File: src/rtl/kl_arbiter_nby1.sv
// kl_arbiter_nby1: N-to-1 round-robin request arbiter and dstid-decoded
// response router for the KL bus. A stalled grant is locked until accepted.
// Optional macro KL_ARB_OUTSTANDING_LIMIT_EN adds per-port outstanding-request
// counters that make a port ineligible once it reaches MAX_OUTSTANDING.
module kl_arbiter_nby1 #(
  parameter int N_PORTS         = 2,
  parameter int SRCID_BASE      = 0,
  parameter int MAX_OUTSTANDING = 4
) (
  input  logic                   clk,
  input  logic                   rst_n,
  input  logic [32*N_PORTS-1:0]  up_req_addr,
  input  logic [N_PORTS-1:0]     up_req_wen,
  input  logic [64*N_PORTS-1:0]  up_req_wdata,
  input  logic [8*N_PORTS-1:0]   up_req_wmask,
  input  logic [3*N_PORTS-1:0]   up_req_size,
  input  logic [N_PORTS-1:0]     up_req_valid,
  output logic [N_PORTS-1:0]     up_req_ready,
  output logic [64*N_PORTS-1:0]  up_resp_rdata,
  output logic [N_PORTS-1:0]     up_resp_valid,
  input  logic [N_PORTS-1:0]     up_resp_ready,
  output logic [31:0]            dn_req_addr,
  output logic                   dn_req_wen,
  output logic [63:0]            dn_req_wdata,
  output logic [7:0]             dn_req_wmask,
  output logic [2:0]             dn_req_size,
  output logic [4:0]             dn_req_srcid,
  output logic                   dn_req_valid,
  input  logic                   dn_req_ready,
  input  logic [63:0]            dn_resp_rdata,
  input  logic [2:0]             dn_resp_size,
  input  logic [4:0]             dn_resp_dstid,
  input  logic                   dn_resp_valid,
  output logic                   dn_resp_ready
);

  localparam int PW = (N_PORTS > 1) ? $clog2(N_PORTS) : 1;

  logic [PW-1:0]      rr_ptr;
  logic               lock;
  logic [PW-1:0]      lock_port;
  logic [PW-1:0]      scan_idx;
  logic               scan_found;
  logic [PW-1:0]      cand;
  logic [PW-1:0]      grant_idx;
  logic               grant_valid;
  logic               req_fire;
  logic [N_PORTS-1:0] eligible;

  // The response size is not needed for routing; it is only carried by masters.
  logic unused_resp_size;
  assign unused_resp_size = ^dn_resp_size;

  // Round-robin scan: first valid and eligible port at or after rr_ptr, wrapping.
  always_comb begin
    scan_found = 1'b0;
    scan_idx   = '0;
    cand       = '0;
    for (int k = 0; k < N_PORTS; k++) begin
      cand = PW'((int'(rr_ptr) + k) % N_PORTS);
      if (!scan_found && up_req_valid[cand] && eligible[cand]) begin
        scan_found = 1'b1;
        scan_idx   = cand;
      end
    end
  end

  // A stalled request keeps the bus regardless of other requesters or the pointer.
  assign grant_idx    = lock ? lock_port : scan_idx;
  assign grant_valid  = lock ? up_req_valid[lock_port] : scan_found;
  assign dn_req_valid = rst_n & grant_valid;
  assign req_fire     = dn_req_valid & dn_req_ready;
  assign dn_req_srcid = 5'(SRCID_BASE + int'(grant_idx));

  // Mux the granted port's payload onto the downstream request.
  always_comb begin
    dn_req_addr  = up_req_addr[31:0];
    dn_req_wen   = up_req_wen[0];
    dn_req_wdata = up_req_wdata[63:0];
    dn_req_wmask = up_req_wmask[7:0];
    dn_req_size  = up_req_size[2:0];
    for (int i = 0; i < N_PORTS; i++) begin
      if (grant_idx == PW'(i)) begin
        dn_req_addr  = up_req_addr[i*32 +: 32];
        dn_req_wen   = up_req_wen[i];
        dn_req_wdata = up_req_wdata[i*64 +: 64];
        dn_req_wmask = up_req_wmask[i*8 +: 8];
        dn_req_size  = up_req_size[i*3 +: 3];
      end
    end
  end

  // Only the granted port sees ready, and only when the downstream accepts.
  always_comb begin
    up_req_ready = '0;
    for (int i = 0; i < N_PORTS; i++) begin
      up_req_ready[i] = req_fire && (grant_idx == PW'(i));
    end
  end

  // Decode dstid back to a port; unknown ids are sunk so the bus never wedges.
  always_comb begin
    up_resp_rdata = {N_PORTS{dn_resp_rdata}};
    up_resp_valid = '0;
    dn_resp_ready = rst_n;
    for (int i = 0; i < N_PORTS; i++) begin
      if (dn_resp_dstid == 5'(SRCID_BASE + i)) begin
        up_resp_valid[i] = rst_n & dn_resp_valid;
        dn_resp_ready    = rst_n & up_resp_ready[i];
      end
    end
  end

  // Advance the pointer past each accepted port; lock onto a stalled grant.
  always_ff @(posedge clk or negedge rst_n) begin
    if (!rst_n) begin
      rr_ptr    <= '0;
      lock      <= 1'b0;
      lock_port <= '0;
    end else if (req_fire) begin
      rr_ptr <= PW'((int'(grant_idx) + 1) % N_PORTS);
      lock   <= 1'b0;
    end else if (dn_req_valid) begin
      lock      <= 1'b1;
      lock_port <= grant_idx;
    end
  end

`ifdef KL_ARB_OUTSTANDING_LIMIT_EN
  for (genvar gi = 0; gi < N_PORTS; gi++) begin : g_outstanding
    logic [3:0] count;
    logic       inc;
    logic       dec;

    assign inc = up_req_ready[gi];
    assign dec = up_resp_valid[gi] & up_resp_ready[gi];

    // Track requests in flight per port; simultaneous accept and response cancel.
    always_ff @(posedge clk or negedge rst_n) begin
      if (!rst_n) begin
        count <= '0;
      end else if (inc && !dec && count != 4'hF) begin
        count <= count + 4'd1;
      end else if (dec && !inc && count != 4'h0) begin
        count <= count - 4'd1;
      end
    end

    assign eligible[gi] = (count != 4'(MAX_OUTSTANDING));
  end
`else
  assign eligible = '1;
  logic [3:0] unused_max_outstanding;
  assign unused_max_outstanding = 4'(MAX_OUTSTANDING);
`endif

endmodule

File: config.mk
export PLATFORM = sky130hd
export DESIGN_NAME = kl_arbiter_nby1
export DESIGN_NICKNAME = d
export VERILOG_FILES = /design/src/rtl/kl_arbiter_nby1.sv
export SDC_FILE = /design/constraint.sdc
export NUM_CORES = 1
export LEC_CHECK = 0
export CAP_MARGIN = 20
export CORE_AREA = 4 4 210 212
export CTS_BUF_LIST = sky130_fd_sc_hd__clkbuf_4 sky130_fd_sc_hd__clkbuf_8
export DETAILED_ROUTE_END_ITERATION = 16
export DIE_AREA = 0 0 214 216
export GPL_ROUTABILITY_DRIVEN = 0
export PLACE_DENSITY = 0.46
export SKIP_CTS_REPAIR_TIMING = 1
export SKIP_LAST_GASP = 1
export SLEW_MARGIN = 20
export SYNTH_ARGS = -nofsm -noshare
export SYNTH_HDL_FRONTEND = slang
export SYNTH_SLANG_ARGS = --single-unit
File: constraint.sdc
create_clock -name clk -period 1.98 [get_ports clk]
set_input_delay 0.396 -clock clk [delete_from_list [all_inputs] [get_ports clk]]
set_output_delay 0.396 -clock clk [all_outputs]
set_load 0.03 [all_outputs]
==> run_results.csv, run 1 <==
group,metric,value,unit
status,status,"finished with violations",
status,violations,"negative setup slack",
die,fp-row-count,75,
power,p_total,0.007103,W
yosys,yosys_warnings,0,
yosys,syn_avg_cell_area,9.205,µm²
grt,grt-ovfl-total,0,
cells_and_area,antenna_cells,0,
critical_path,cp-startpoint,"lock",
critical_path,cp-end-kind,"output port",
grt,track_usage,0.05176,
sta,max_freq,437.5,MHz
yosys,synth_area,2577,µm²
power,p_int,0.003855,W
drt,drt_first_pass_iters,4,
cells_and_area,layout_commonest_cell,"clkdlybuf4s50_1",
power,vdd_drop_max,0.3913,mV
power,p_switching,0.003248,W
critical_path,worstSetupPathType,"reg2out",
critical_path,ff2ff_setup_slack,290,ps
power,leakage,2.869,nW
critical_path,crit_buf_inv,5,
sta,whs,512.5,ps
cells_and_area,most-common-layout-cells,"clkdlybuf4s50_1, buf_6, mux2_4",
grt,grt_max_degree,49,
place,dp_cells,1048,
drt,wl_per_cell,13.99,µm
cells_and_area,nFillCells,4712,
job,drv_cap,0,
drt,vias,2950,
critical_path,rr_endpoint,"lock",
place,place_ws,-944.6,ps
sta,setup_viol,111,
die,die_h,216,µm
cells_and_area,layout.cells.non_filler,1070,
die,die_w,214,µm
sta,rsz0062_at_grt,"true",
clock_network,cts.htree.levels,1,
power,pwr_density_cell,1076,nW/µm²
critical_path,crit_cells,8,
yosys,yosysUniqueCellTypes,22,
clock_network,cts_buffers,3,
clock_network,clock_latency,210,ps
critical_path,cp.required,1580,ps
clock_network,cts_buffer_depth,2,
die,initial_core_util,0.06145,
critical_path,reg2reg_depth,7,
sta,setup_ws,-305.5,ps
clock_network,clock-root-buffer,"clkbuf_8",
drt,drt_iter0_markers,48,
critical_path,startpoint_type,"register",
place,hpwlAfterDp,11790,µm
yosys,netlist_instances,280,
grt,grt_pass1_wl,18920,µm
critical_path,crit_path_end,"dn_req_wdata[34]",
power,combPwrFrac,0.957,
grt,antenna_found_initial,0,
drt,final_antenna_net_count,0,
critical_path,cp_max_fo,5,
place,io_buffers,343,
critical_path,arrival,1890,ps
yosys,ys_ff_latch,3,
clock_network,cts.clk_slew.worst_paths,30,ps
cells_and_area,syn2layout_area_growth,156.1,%
drt,drcViolationCount,0,
sta,finalClockSkew,2.042,ps
clock_network,clock-sinks,3,
critical_path,max_stage_delay,370,ps
die,io_pins,543,
sta,hold_viol,0,
drt,drt-total-wl,14970,µm
cells_and_area,drive_above_1_share,0.4557,
cells_and_area,final_util,0.1573,
clock_network,cts_tree,"built",
critical_path,cp_slowest_cell,"dfrtp_1",
sta,period_needed,2286,ps
cells_and_area,num-nets-final,828,
critical_path,crit_family,"buffers and inverters",
yosys,ys_seq_area_frac,0.02913,
critical_path,crit_chain,"nand2b_4 > o21ai_4 > buf_6 > buf_12 > buf_8 > buf_6 > mux2_4 > buf_6",
power,clkPwrFrac,0.027,
drt,via_per_inst,2.757,
power,seqPwrFrac,0.016,
min_path,hp-class,"in2async",
critical_path,reg2reg_from,"lock_port",
die,die_area,46220,µm²
power,swShare,0.4573,
grt,grt_pass1_vias,3275,
sta,period_share,1.154,
critical_path,cpMostUsedCell,"buf_6",
sta,slew_violations,0,
die,core_area,41950,µm²
==> worst register-to-register path, cell delays in order (launching register included) <==
cell     delay (ps)
dfrtp_1         410
buf_6           140
or3b_4          380
buf_6           130
o211a_1         130
buf_4           130
buf_4           120
o21a_1          150
==> power groups by stage <==
stage | registers (W) | clock network (W) | logic [W]
CTS | 0.000104 | 0.000196 | 0.00539
floorplan | 0.000104 | 0 | 0.00360
global placement | 0.000105 | 0 | 0.00537
finish | 0.000116 | 0.000190 | 0.00680
detailed placement | 0.000103 | 0 | 0.00537
global route | 0.000122 | 0.000208 | 0.00714
==> metal layers <==
metal,global-route usage,share of wire,vias up
li1,-,-,1320
met1,0.05070,0.33,1228
met2,0.08538,0.48,386
met3,0.04374,0.17,14
met4,0.006916,0.014,2
met5,0.01250,0.0032,-
==> sequential cells by signal (all words and copies together), names as in the netlist <==
signal and cells:
lock_port 1, rr_ptr 1, lock 1
==> cell families after synthesis <==
kind of cell / Yosys count / synth area share
DFF: 3 / 0.02913
and+or+nand+nor: 10 / 0.02087
buffers and inverters: 148 / 0.4417
muxes: 111 / 0.4840
AOI/OAI and AO/OA: 7 / 0.02282
other: 1 / 0.001455
==> how the worst min path moves through the flow <==
stage | from | to
after detailed placement | rr_ptr | rr_ptr
after global routing | rst_n | lock
after global placement | rr_ptr | rr_ptr
final | rst_n | lock
after CTS | rst_n | lock
after floorplan | rst_n | lock
==> Yosys cell counts <==
master     instances  area, µm²
buf_2              4      20.02
o21a_1             1      7.510
nor2_1             3      11.26
nand3_1            1      5.000
buf_4            133      998.5
a21boi_0           2      15.01
mux2_1            65      732.0
mux2_2            44      495.5
nor4_1             1      6.260
conb_1             1      3.750
buf_8              5      75.07
dfrtp_1            3      75.07
nor2b_1            2      12.51
buf_6              3      33.78
nand2_1            1      3.750
mux2i_1            2      20.02
o21ai_2            1      8.760
or3b_1             1      8.760
nand2b_1           1      6.260
o2111ai_1          2      17.52
inv_1              3      11.26
o211a_1            1      10.01
==> area by class of cell <==
cell class,instances,area [µm²],area share
sequential,3,75.07,0.01137
timing repair buffer,389,4144,0.6279
inverter,3,11.26,0.001706
clock buffer,4,48.80,0.007393
multi-input combinational,132,1647,0.2495
tap,539,674.4,0.1022
==> metrics by stage <==
step                      instance area [µm²]  TNS [ps]
after floorplan                          2589         0
after global placement                   5729    -87120
after detailed placement                 5729    -87730
after CTS                                5778    -88130
after global routing                     6600    -36910
final                                    6600    -26080
Note: power is estimated with default switching activity, not from simulation.
==> run 2, diff against run 1 <==
--- a/config.mk
+++ b/config.mk
@@ -5,13 +5,14 @@
 export SDC_FILE = /design/constraint.sdc
 export NUM_CORES = 1
 export LEC_CHECK = 0
-export CAP_MARGIN = 20
-export CORE_AREA = 4 4 210 212
+export CAP_MARGIN = 0
+export CORE_AREA = 4 4 211 213
 export CTS_BUF_LIST = sky130_fd_sc_hd__clkbuf_4 sky130_fd_sc_hd__clkbuf_8
 export DETAILED_ROUTE_END_ITERATION = 16
-export DIE_AREA = 0 0 214 216
+export DIE_AREA = 0 0 215 217
+export DONT_BUFFER_PORTS = 1
 export GPL_ROUTABILITY_DRIVEN = 0
-export PLACE_DENSITY = 0.46
+export PLACE_DENSITY = 0.3
 export SKIP_CTS_REPAIR_TIMING = 1
 export SKIP_LAST_GASP = 1
 export SLEW_MARGIN = 20
==> run 2 against run 1 <==
  * The flow still finishes with violations (negative setup slack)
  * Die area increased by 0.93%
  * Combinational power shrank 29%
  * Power fell by 28%
  * Clock power is essentially flat
  * Count of clock-buffer cells in the layout unchanged
  * Sequential cell count stayed put
  * Routed wire length is 23% lower
  * Register-to-register slack improved by 150 ps
  * Cell count shrank 33%
  * Non-clock buffer count fell by 362
  * Global-route usage decreased by 2.0 points
  * Design area shrank 55%
  * Critical path type unchanged
  * Critical endpoint is now dn_req_wdata[6]
==> run_results.csv, run 2 (synthesized netlist as in run 1, its figures left out) <==
group,metric,value,unit
sta,finalClockSkew,1.568,ps
place,place_ws,-93.10,ps
cells_and_area,syn2layout_area_growth,14.37,%
grt,grt_use_met2,0.05872,
cells_and_area,num-nets-final,466,
critical_path,cp_max_fo,11,
die,fp-row-count,76,
grt,antenna_found_initial,1,
drt,vias,1667,
sta,whs,445.7,ps
die,die_h,217,µm
status,violations,"negative setup slack",
sta,slew_violations,0,
drt,drt_first_pass_iters,4,
critical_path,startpoint_type,"register",
clock_network,cts.clk_slew.worst_paths,30,ps
drt,drt-total-wl,11510,µm
die,die_area,46660,µm²
critical_path,cp.required,1580,ps
cells_and_area,layout_commonest_cell,"mux2_4",
grt,grt-ovfl-total,0,
sta,rsz0062_at_grt,"true",
clock_network,clock-sinks,3,
power,pwr_density_cell,1736,nW/µm²
sta,max_freq,473.4,MHz
cells_and_area,seqCellArea,75.07,µm²
cells_and_area,most-common-layout-cells,"mux2_4, mux2_2, buf_4",
critical_path,worstSetupPathType,"reg2out",
power,leakage,1.122,nW
min_path,hp-class,"in2async",
critical_path,arrival,1720,ps
grt,grt-busiest-layer,"met2",
die,core_area,42700,µm²
clock_network,clock-root-buffer,"clkbuf_8",
sta,setup_viol,109,
sta,hold_viol,0,
grt,track_usage,0.03164,
sta,period_needed,2112,ps
status,status,"finished with violations",
place,hpwlAfterDp,8219,µm
cells_and_area,drive_above_1_share,0.8521,
clock_network,cts_buffers,3,
power,p_total,0.005118,W
die,io_pins,543,
die,die_w,215,µm
drt,drt_iter0_markers,74,
clock_network,cts_buffer_depth,2,
cells_and_area,multi_input_comb_area,1735,µm²
clock_network,clock_latency,210,ps
grt,grt_pass1_vias,1577,
place,io_buffers,0,
drt,via_per_inst,2.328,
sta,period_share,1.067,
grt,grt_max_degree,70,
drt,wl_per_cell,16.07,µm
grt,met1_usage,0.02330,
job,drv_cap,0,
grt,grt_pass1_wl,10660,µm
sta,setup_ws,-132.2,ps
die,initial_core_util,0.06037,
critical_path,cp-end-kind,"output port",
cells_and_area,nFillCells,4914,
drt,drcViolationCount,0,
clock_network,cts.htree.levels,1,
drt,final_antenna_net_count,0,
cells_and_area,final_util,0.06904,
cells_and_area,largestRegisters,"lock (1), lock_port (1), rr_ptr (1)",
grt,gr-usage-met3,0.02834,
clock_network,cts_tree,"built",
power,vdd_drop_max,0.6589,mV
[run 2: worst max-delay path: stages, from the launching register on]
cell and delay (ps):
dfrtp_1 360, nand2b_4 140, o21ai_4 150, buf_12 190, clkbuf_16 210, mux2_2 430
[run 2: stage by stage]
| step | instance area [µm²] | setup TNS [ps] | std cells |
|---|---|---|---|
| floorplan | 2589 | 0 | 283 |
| global placement | 2272 | -1841 | 695 |
| detailed placement | 2272 | -2755 | 695 |
| CTS | 2321 | -26460 | 699 |
| global route | 2948 | -15110 | 716 |
| finish | 2948 | -8207 | 716 |
[run 2: path summary, 6_finish.rpt]
path                       startpoint         endpoint  slack (ps)  depth (start not counted)
max                              lock  dn_req_wdata[6]        -130                          5
min                             rst_n           rr_ptr         450                          1
max reg2reg                      lock        lock_port         440                          7
min reg2reg                    rr_ptr           rr_ptr         540                          2
max in group asynchronous       rst_n        lock_port        1370                          1
min in group clk                rst_n        lock_port         450                          2
[run 2: area by class of cell]
type	instances	area share
Tap cell	546	0.2317
Inverter	3	0.003820
Sequential cell	3	0.02547
Multi-Input combinational cell	132	0.5887
Timing Repair Buffer	27	0.1329
Antenna cell	1	0.0008489
Clock buffer	4	0.01655
[run 2: where the power goes]
part	switching (W)	leakage (nW)	internal [W]
logic	0.00284	1.06	0.00198
clock network	0.0000397	0.0262	0.000151
registers	0.0000207	0.0342	0.0000885
[run 2: layer usage]
layer  vias to the layer above  wire length, µm
li1                        595                -
met1                       718             3278
met2                       327             5887
met3                        27             1858
met4                         0              483
met5                         -                0
==> run 3, diff against run 2 <==
--- a/config.mk
+++ b/config.mk
@@ -6,10 +6,10 @@
 export NUM_CORES = 1
 export LEC_CHECK = 0
 export CAP_MARGIN = 0
-export CORE_AREA = 4 4 211 213
+export CORE_AREA = 4 4 210 212
 export CTS_BUF_LIST = sky130_fd_sc_hd__clkbuf_4 sky130_fd_sc_hd__clkbuf_8
 export DETAILED_ROUTE_END_ITERATION = 16
-export DIE_AREA = 0 0 215 217
+export DIE_AREA = 0 0 214 216
 export DONT_BUFFER_PORTS = 1
 export GPL_ROUTABILITY_DRIVEN = 0
 export PLACE_DENSITY = 0.3
==> run 3 against run 2 <==
  * The run still ends with negative setup slack left
  * Clock power about the same
  * First-iteration DRC count shrank 59%
  * Register-to-register slack better by 70 ps
  * Non-clock buffer count up 2
  * Cell count fell by 0.14%
  * Clock skew about the same
  * Sequential share of layout area hardly changed
  * Combinational power down 2%
  * Count of clock-buffer cells in the layout did not move
  * Fmax is 3.1% lower
  * Worst setup slack worse by 69 ps
  * Hold slack got worse by 16 ps
  * Critical path type unchanged
  * Highest routed layer is now met5
==> run_results.csv, run 3 (synthesized netlist as in run 1, its figures left out) <==
group,metric,value,unit
status,status,"finished with violations",
status,violations,"negative setup slack",
cells_and_area,multi_input_comb_area,1712,µm²
power,leakage,1.093,nW
drt,final_antenna_net_count,0,
power,p_total,0.005015,W
die,die_area,46220,µm²
cells_and_area,layout_commonest_cell,"mux2_4",
die,io_pins,543,
min_path,hp-start,"dn_req_ready",
drt,drcViolationCount,0,
clock_network,cts.htree.levels,1,
die,core_area,41950,µm²
die,die_h,216,µm
cells_and_area,seqCellArea,75.07,µm²
clock_network,cts_buffers,3,
clock_network,cts_buffer_depth,2,
die,die_w,214,µm
drt,vias,1688,
critical_path,cp-end-kind,"output port",
clock_network,clock-sinks,3,
power,p_int,0.002156,W
place,dp_cells,688,
critical_path,reg2reg_from,"lock",
sta,finalClockSkew,1.980,ps
sta,hold_viol,0,
place,place_ws,-74.15,ps
cells_and_area,most-common-layout-cells,"mux2_4, mux2_2, buf_4",
sta,finalSetupTns,-15410,ps
critical_path,startpoint_type,"register",
sta,setup_viol,110,
job,drv_cap,0,
cells_and_area,num-nets-final,468,
power,vdd_drop_max,0.5933,mV
power,seqPwrFrac,0.021,
power,pwr_density_cell,1734,nW/µm²
cells_and_area,drive_above_1_share,0.8363,
place,hpwlAfterDp,8834,µm
clock_network,clock_latency,220,ps
power,swShare,0.5701,
cells_and_area,layout.cells.non_filler,715,
sta,period_share,1.101,
critical_path,arrival,1780,ps
cells_and_area,syn2layout_area_growth,12.23,%
power,clkPwrFrac,0.038,
critical_path,cp-startpoint,"lock",
power,combPwrFrac,0.940,
place,io_buffers,0,
grt,grt_max_degree,64,
clock_network,clock-root-buffer,"clkbuf_8",
critical_path,crit_chain,"nand2b_4 > o21ai_4 > buf_12 > buf_6 > mux2_4",
critical_path,cp.required,1580,ps
min_path,hp-class,"in2reg",
drt,wl_per_cell,16.50,µm
critical_path,cp_slowest_cell,"dfrtp_1",
grt,antenna_found_initial,6,
drt,drt-total-wl,11800,µm
drt,drt_first_pass_iters,3,
critical_path,max_stage_delay,370,ps
grt,grt-ovfl-total,0,
die,fp-row-count,75,
sta,slew_violations,0,
sta,max_freq,458.5,MHz
cells_and_area,nFillCells,4845,
sta,setup_ws,-200.8,ps
drt,via_per_inst,2.361,
cells_and_area,largestRegisters,"lock (1), lock_port (1), rr_ptr (1)",
sta,rsz0062_at_grt,"true",
sta,period_needed,2181,ps
die,initial_core_util,0.06145,
grt,grt_pass1_wl,11500,µm
critical_path,worstSetupPathType,"reg2out",
critical_path,cp_max_fo,11,
power,p_switching,0.002859,W
grt,grt_pass1_vias,1604,
grt,track_usage,0.03440,
drt,drt_iter0_markers,30,
clock_network,cts.clk_slew.worst_paths,30,ps
clock_network,cts_tree,"built",
[run 3: stage by stage]
stage | hold slack [ps] | util | instance area [µm²]
detailed placement | 100.8 | 0.05366 | 2251
CTS | -130.4 | 0.05482 | 2300
global placement | 100.8 | 0.05366 | 2251
global route | 451.0 | 0.06896 | 2893
floorplan | 100.4 | - | 2589
finish | 429.7 | 0.06896 | 2893
[run 3: area by class of cell]
| cell class | count | area share |
|---|---|---|
| clock buffers | 4 | 0.01687 |
| multi-input cells | 132 | 0.5917 |
| repair buffers | 29 | 0.1241 |
| inverters | 3 | 0.003893 |
| well taps | 539 | 0.2331 |
| diodes | 5 | 0.004325 |
| flip-flops and latches | 3 | 0.02595 |
[run 3: worst paths after layout]
check	to	slack, ps	cells after the start
max in group asynchronous	rr_ptr	1360	1
max reg2reg	lock	510	4
max	dn_req_wdata[27]	-200	5
min	rr_ptr	430	2
min in group asynchronous	lock	450	1
min reg2reg	rr_ptr	540	2
[run 3: critical path: cells and delay by family, from the launching register on]
family | cells | cell delay [ps]
buffers and inverters | 2 | 400
and+or+nand+nor | 1 | 150
DFF | 1 | 370
muxes | 1 | 370
AOI/OAI and AO/OA | 1 | 270
[run 3: routing by layer]
metal / wire, µm / vias to the layer above / GRT usage
met4: 289 / 2 / 0.01232
met2: 6192 / 349 / 0.06369
met1: 3120 / 709 / 0.02472
met3: 2184 / 21 / 0.03094
li1: - / 607 / -
met5: 12 / - / 0
[run 3: power by group through the flow]
stage,sequential [W],combinational (W),clock [W]
2_1_floorplan,0.000104,0.00360,0
3_3_place_gp,0.000107,0.00336,0
3_5_place_dp,0.000106,0.00334,0
4_1_cts,0.000106,0.00335,0.000200
5_1_grt,0.000112,0.00494,0.000205
6_report,0.000107,0.00472,0.000192
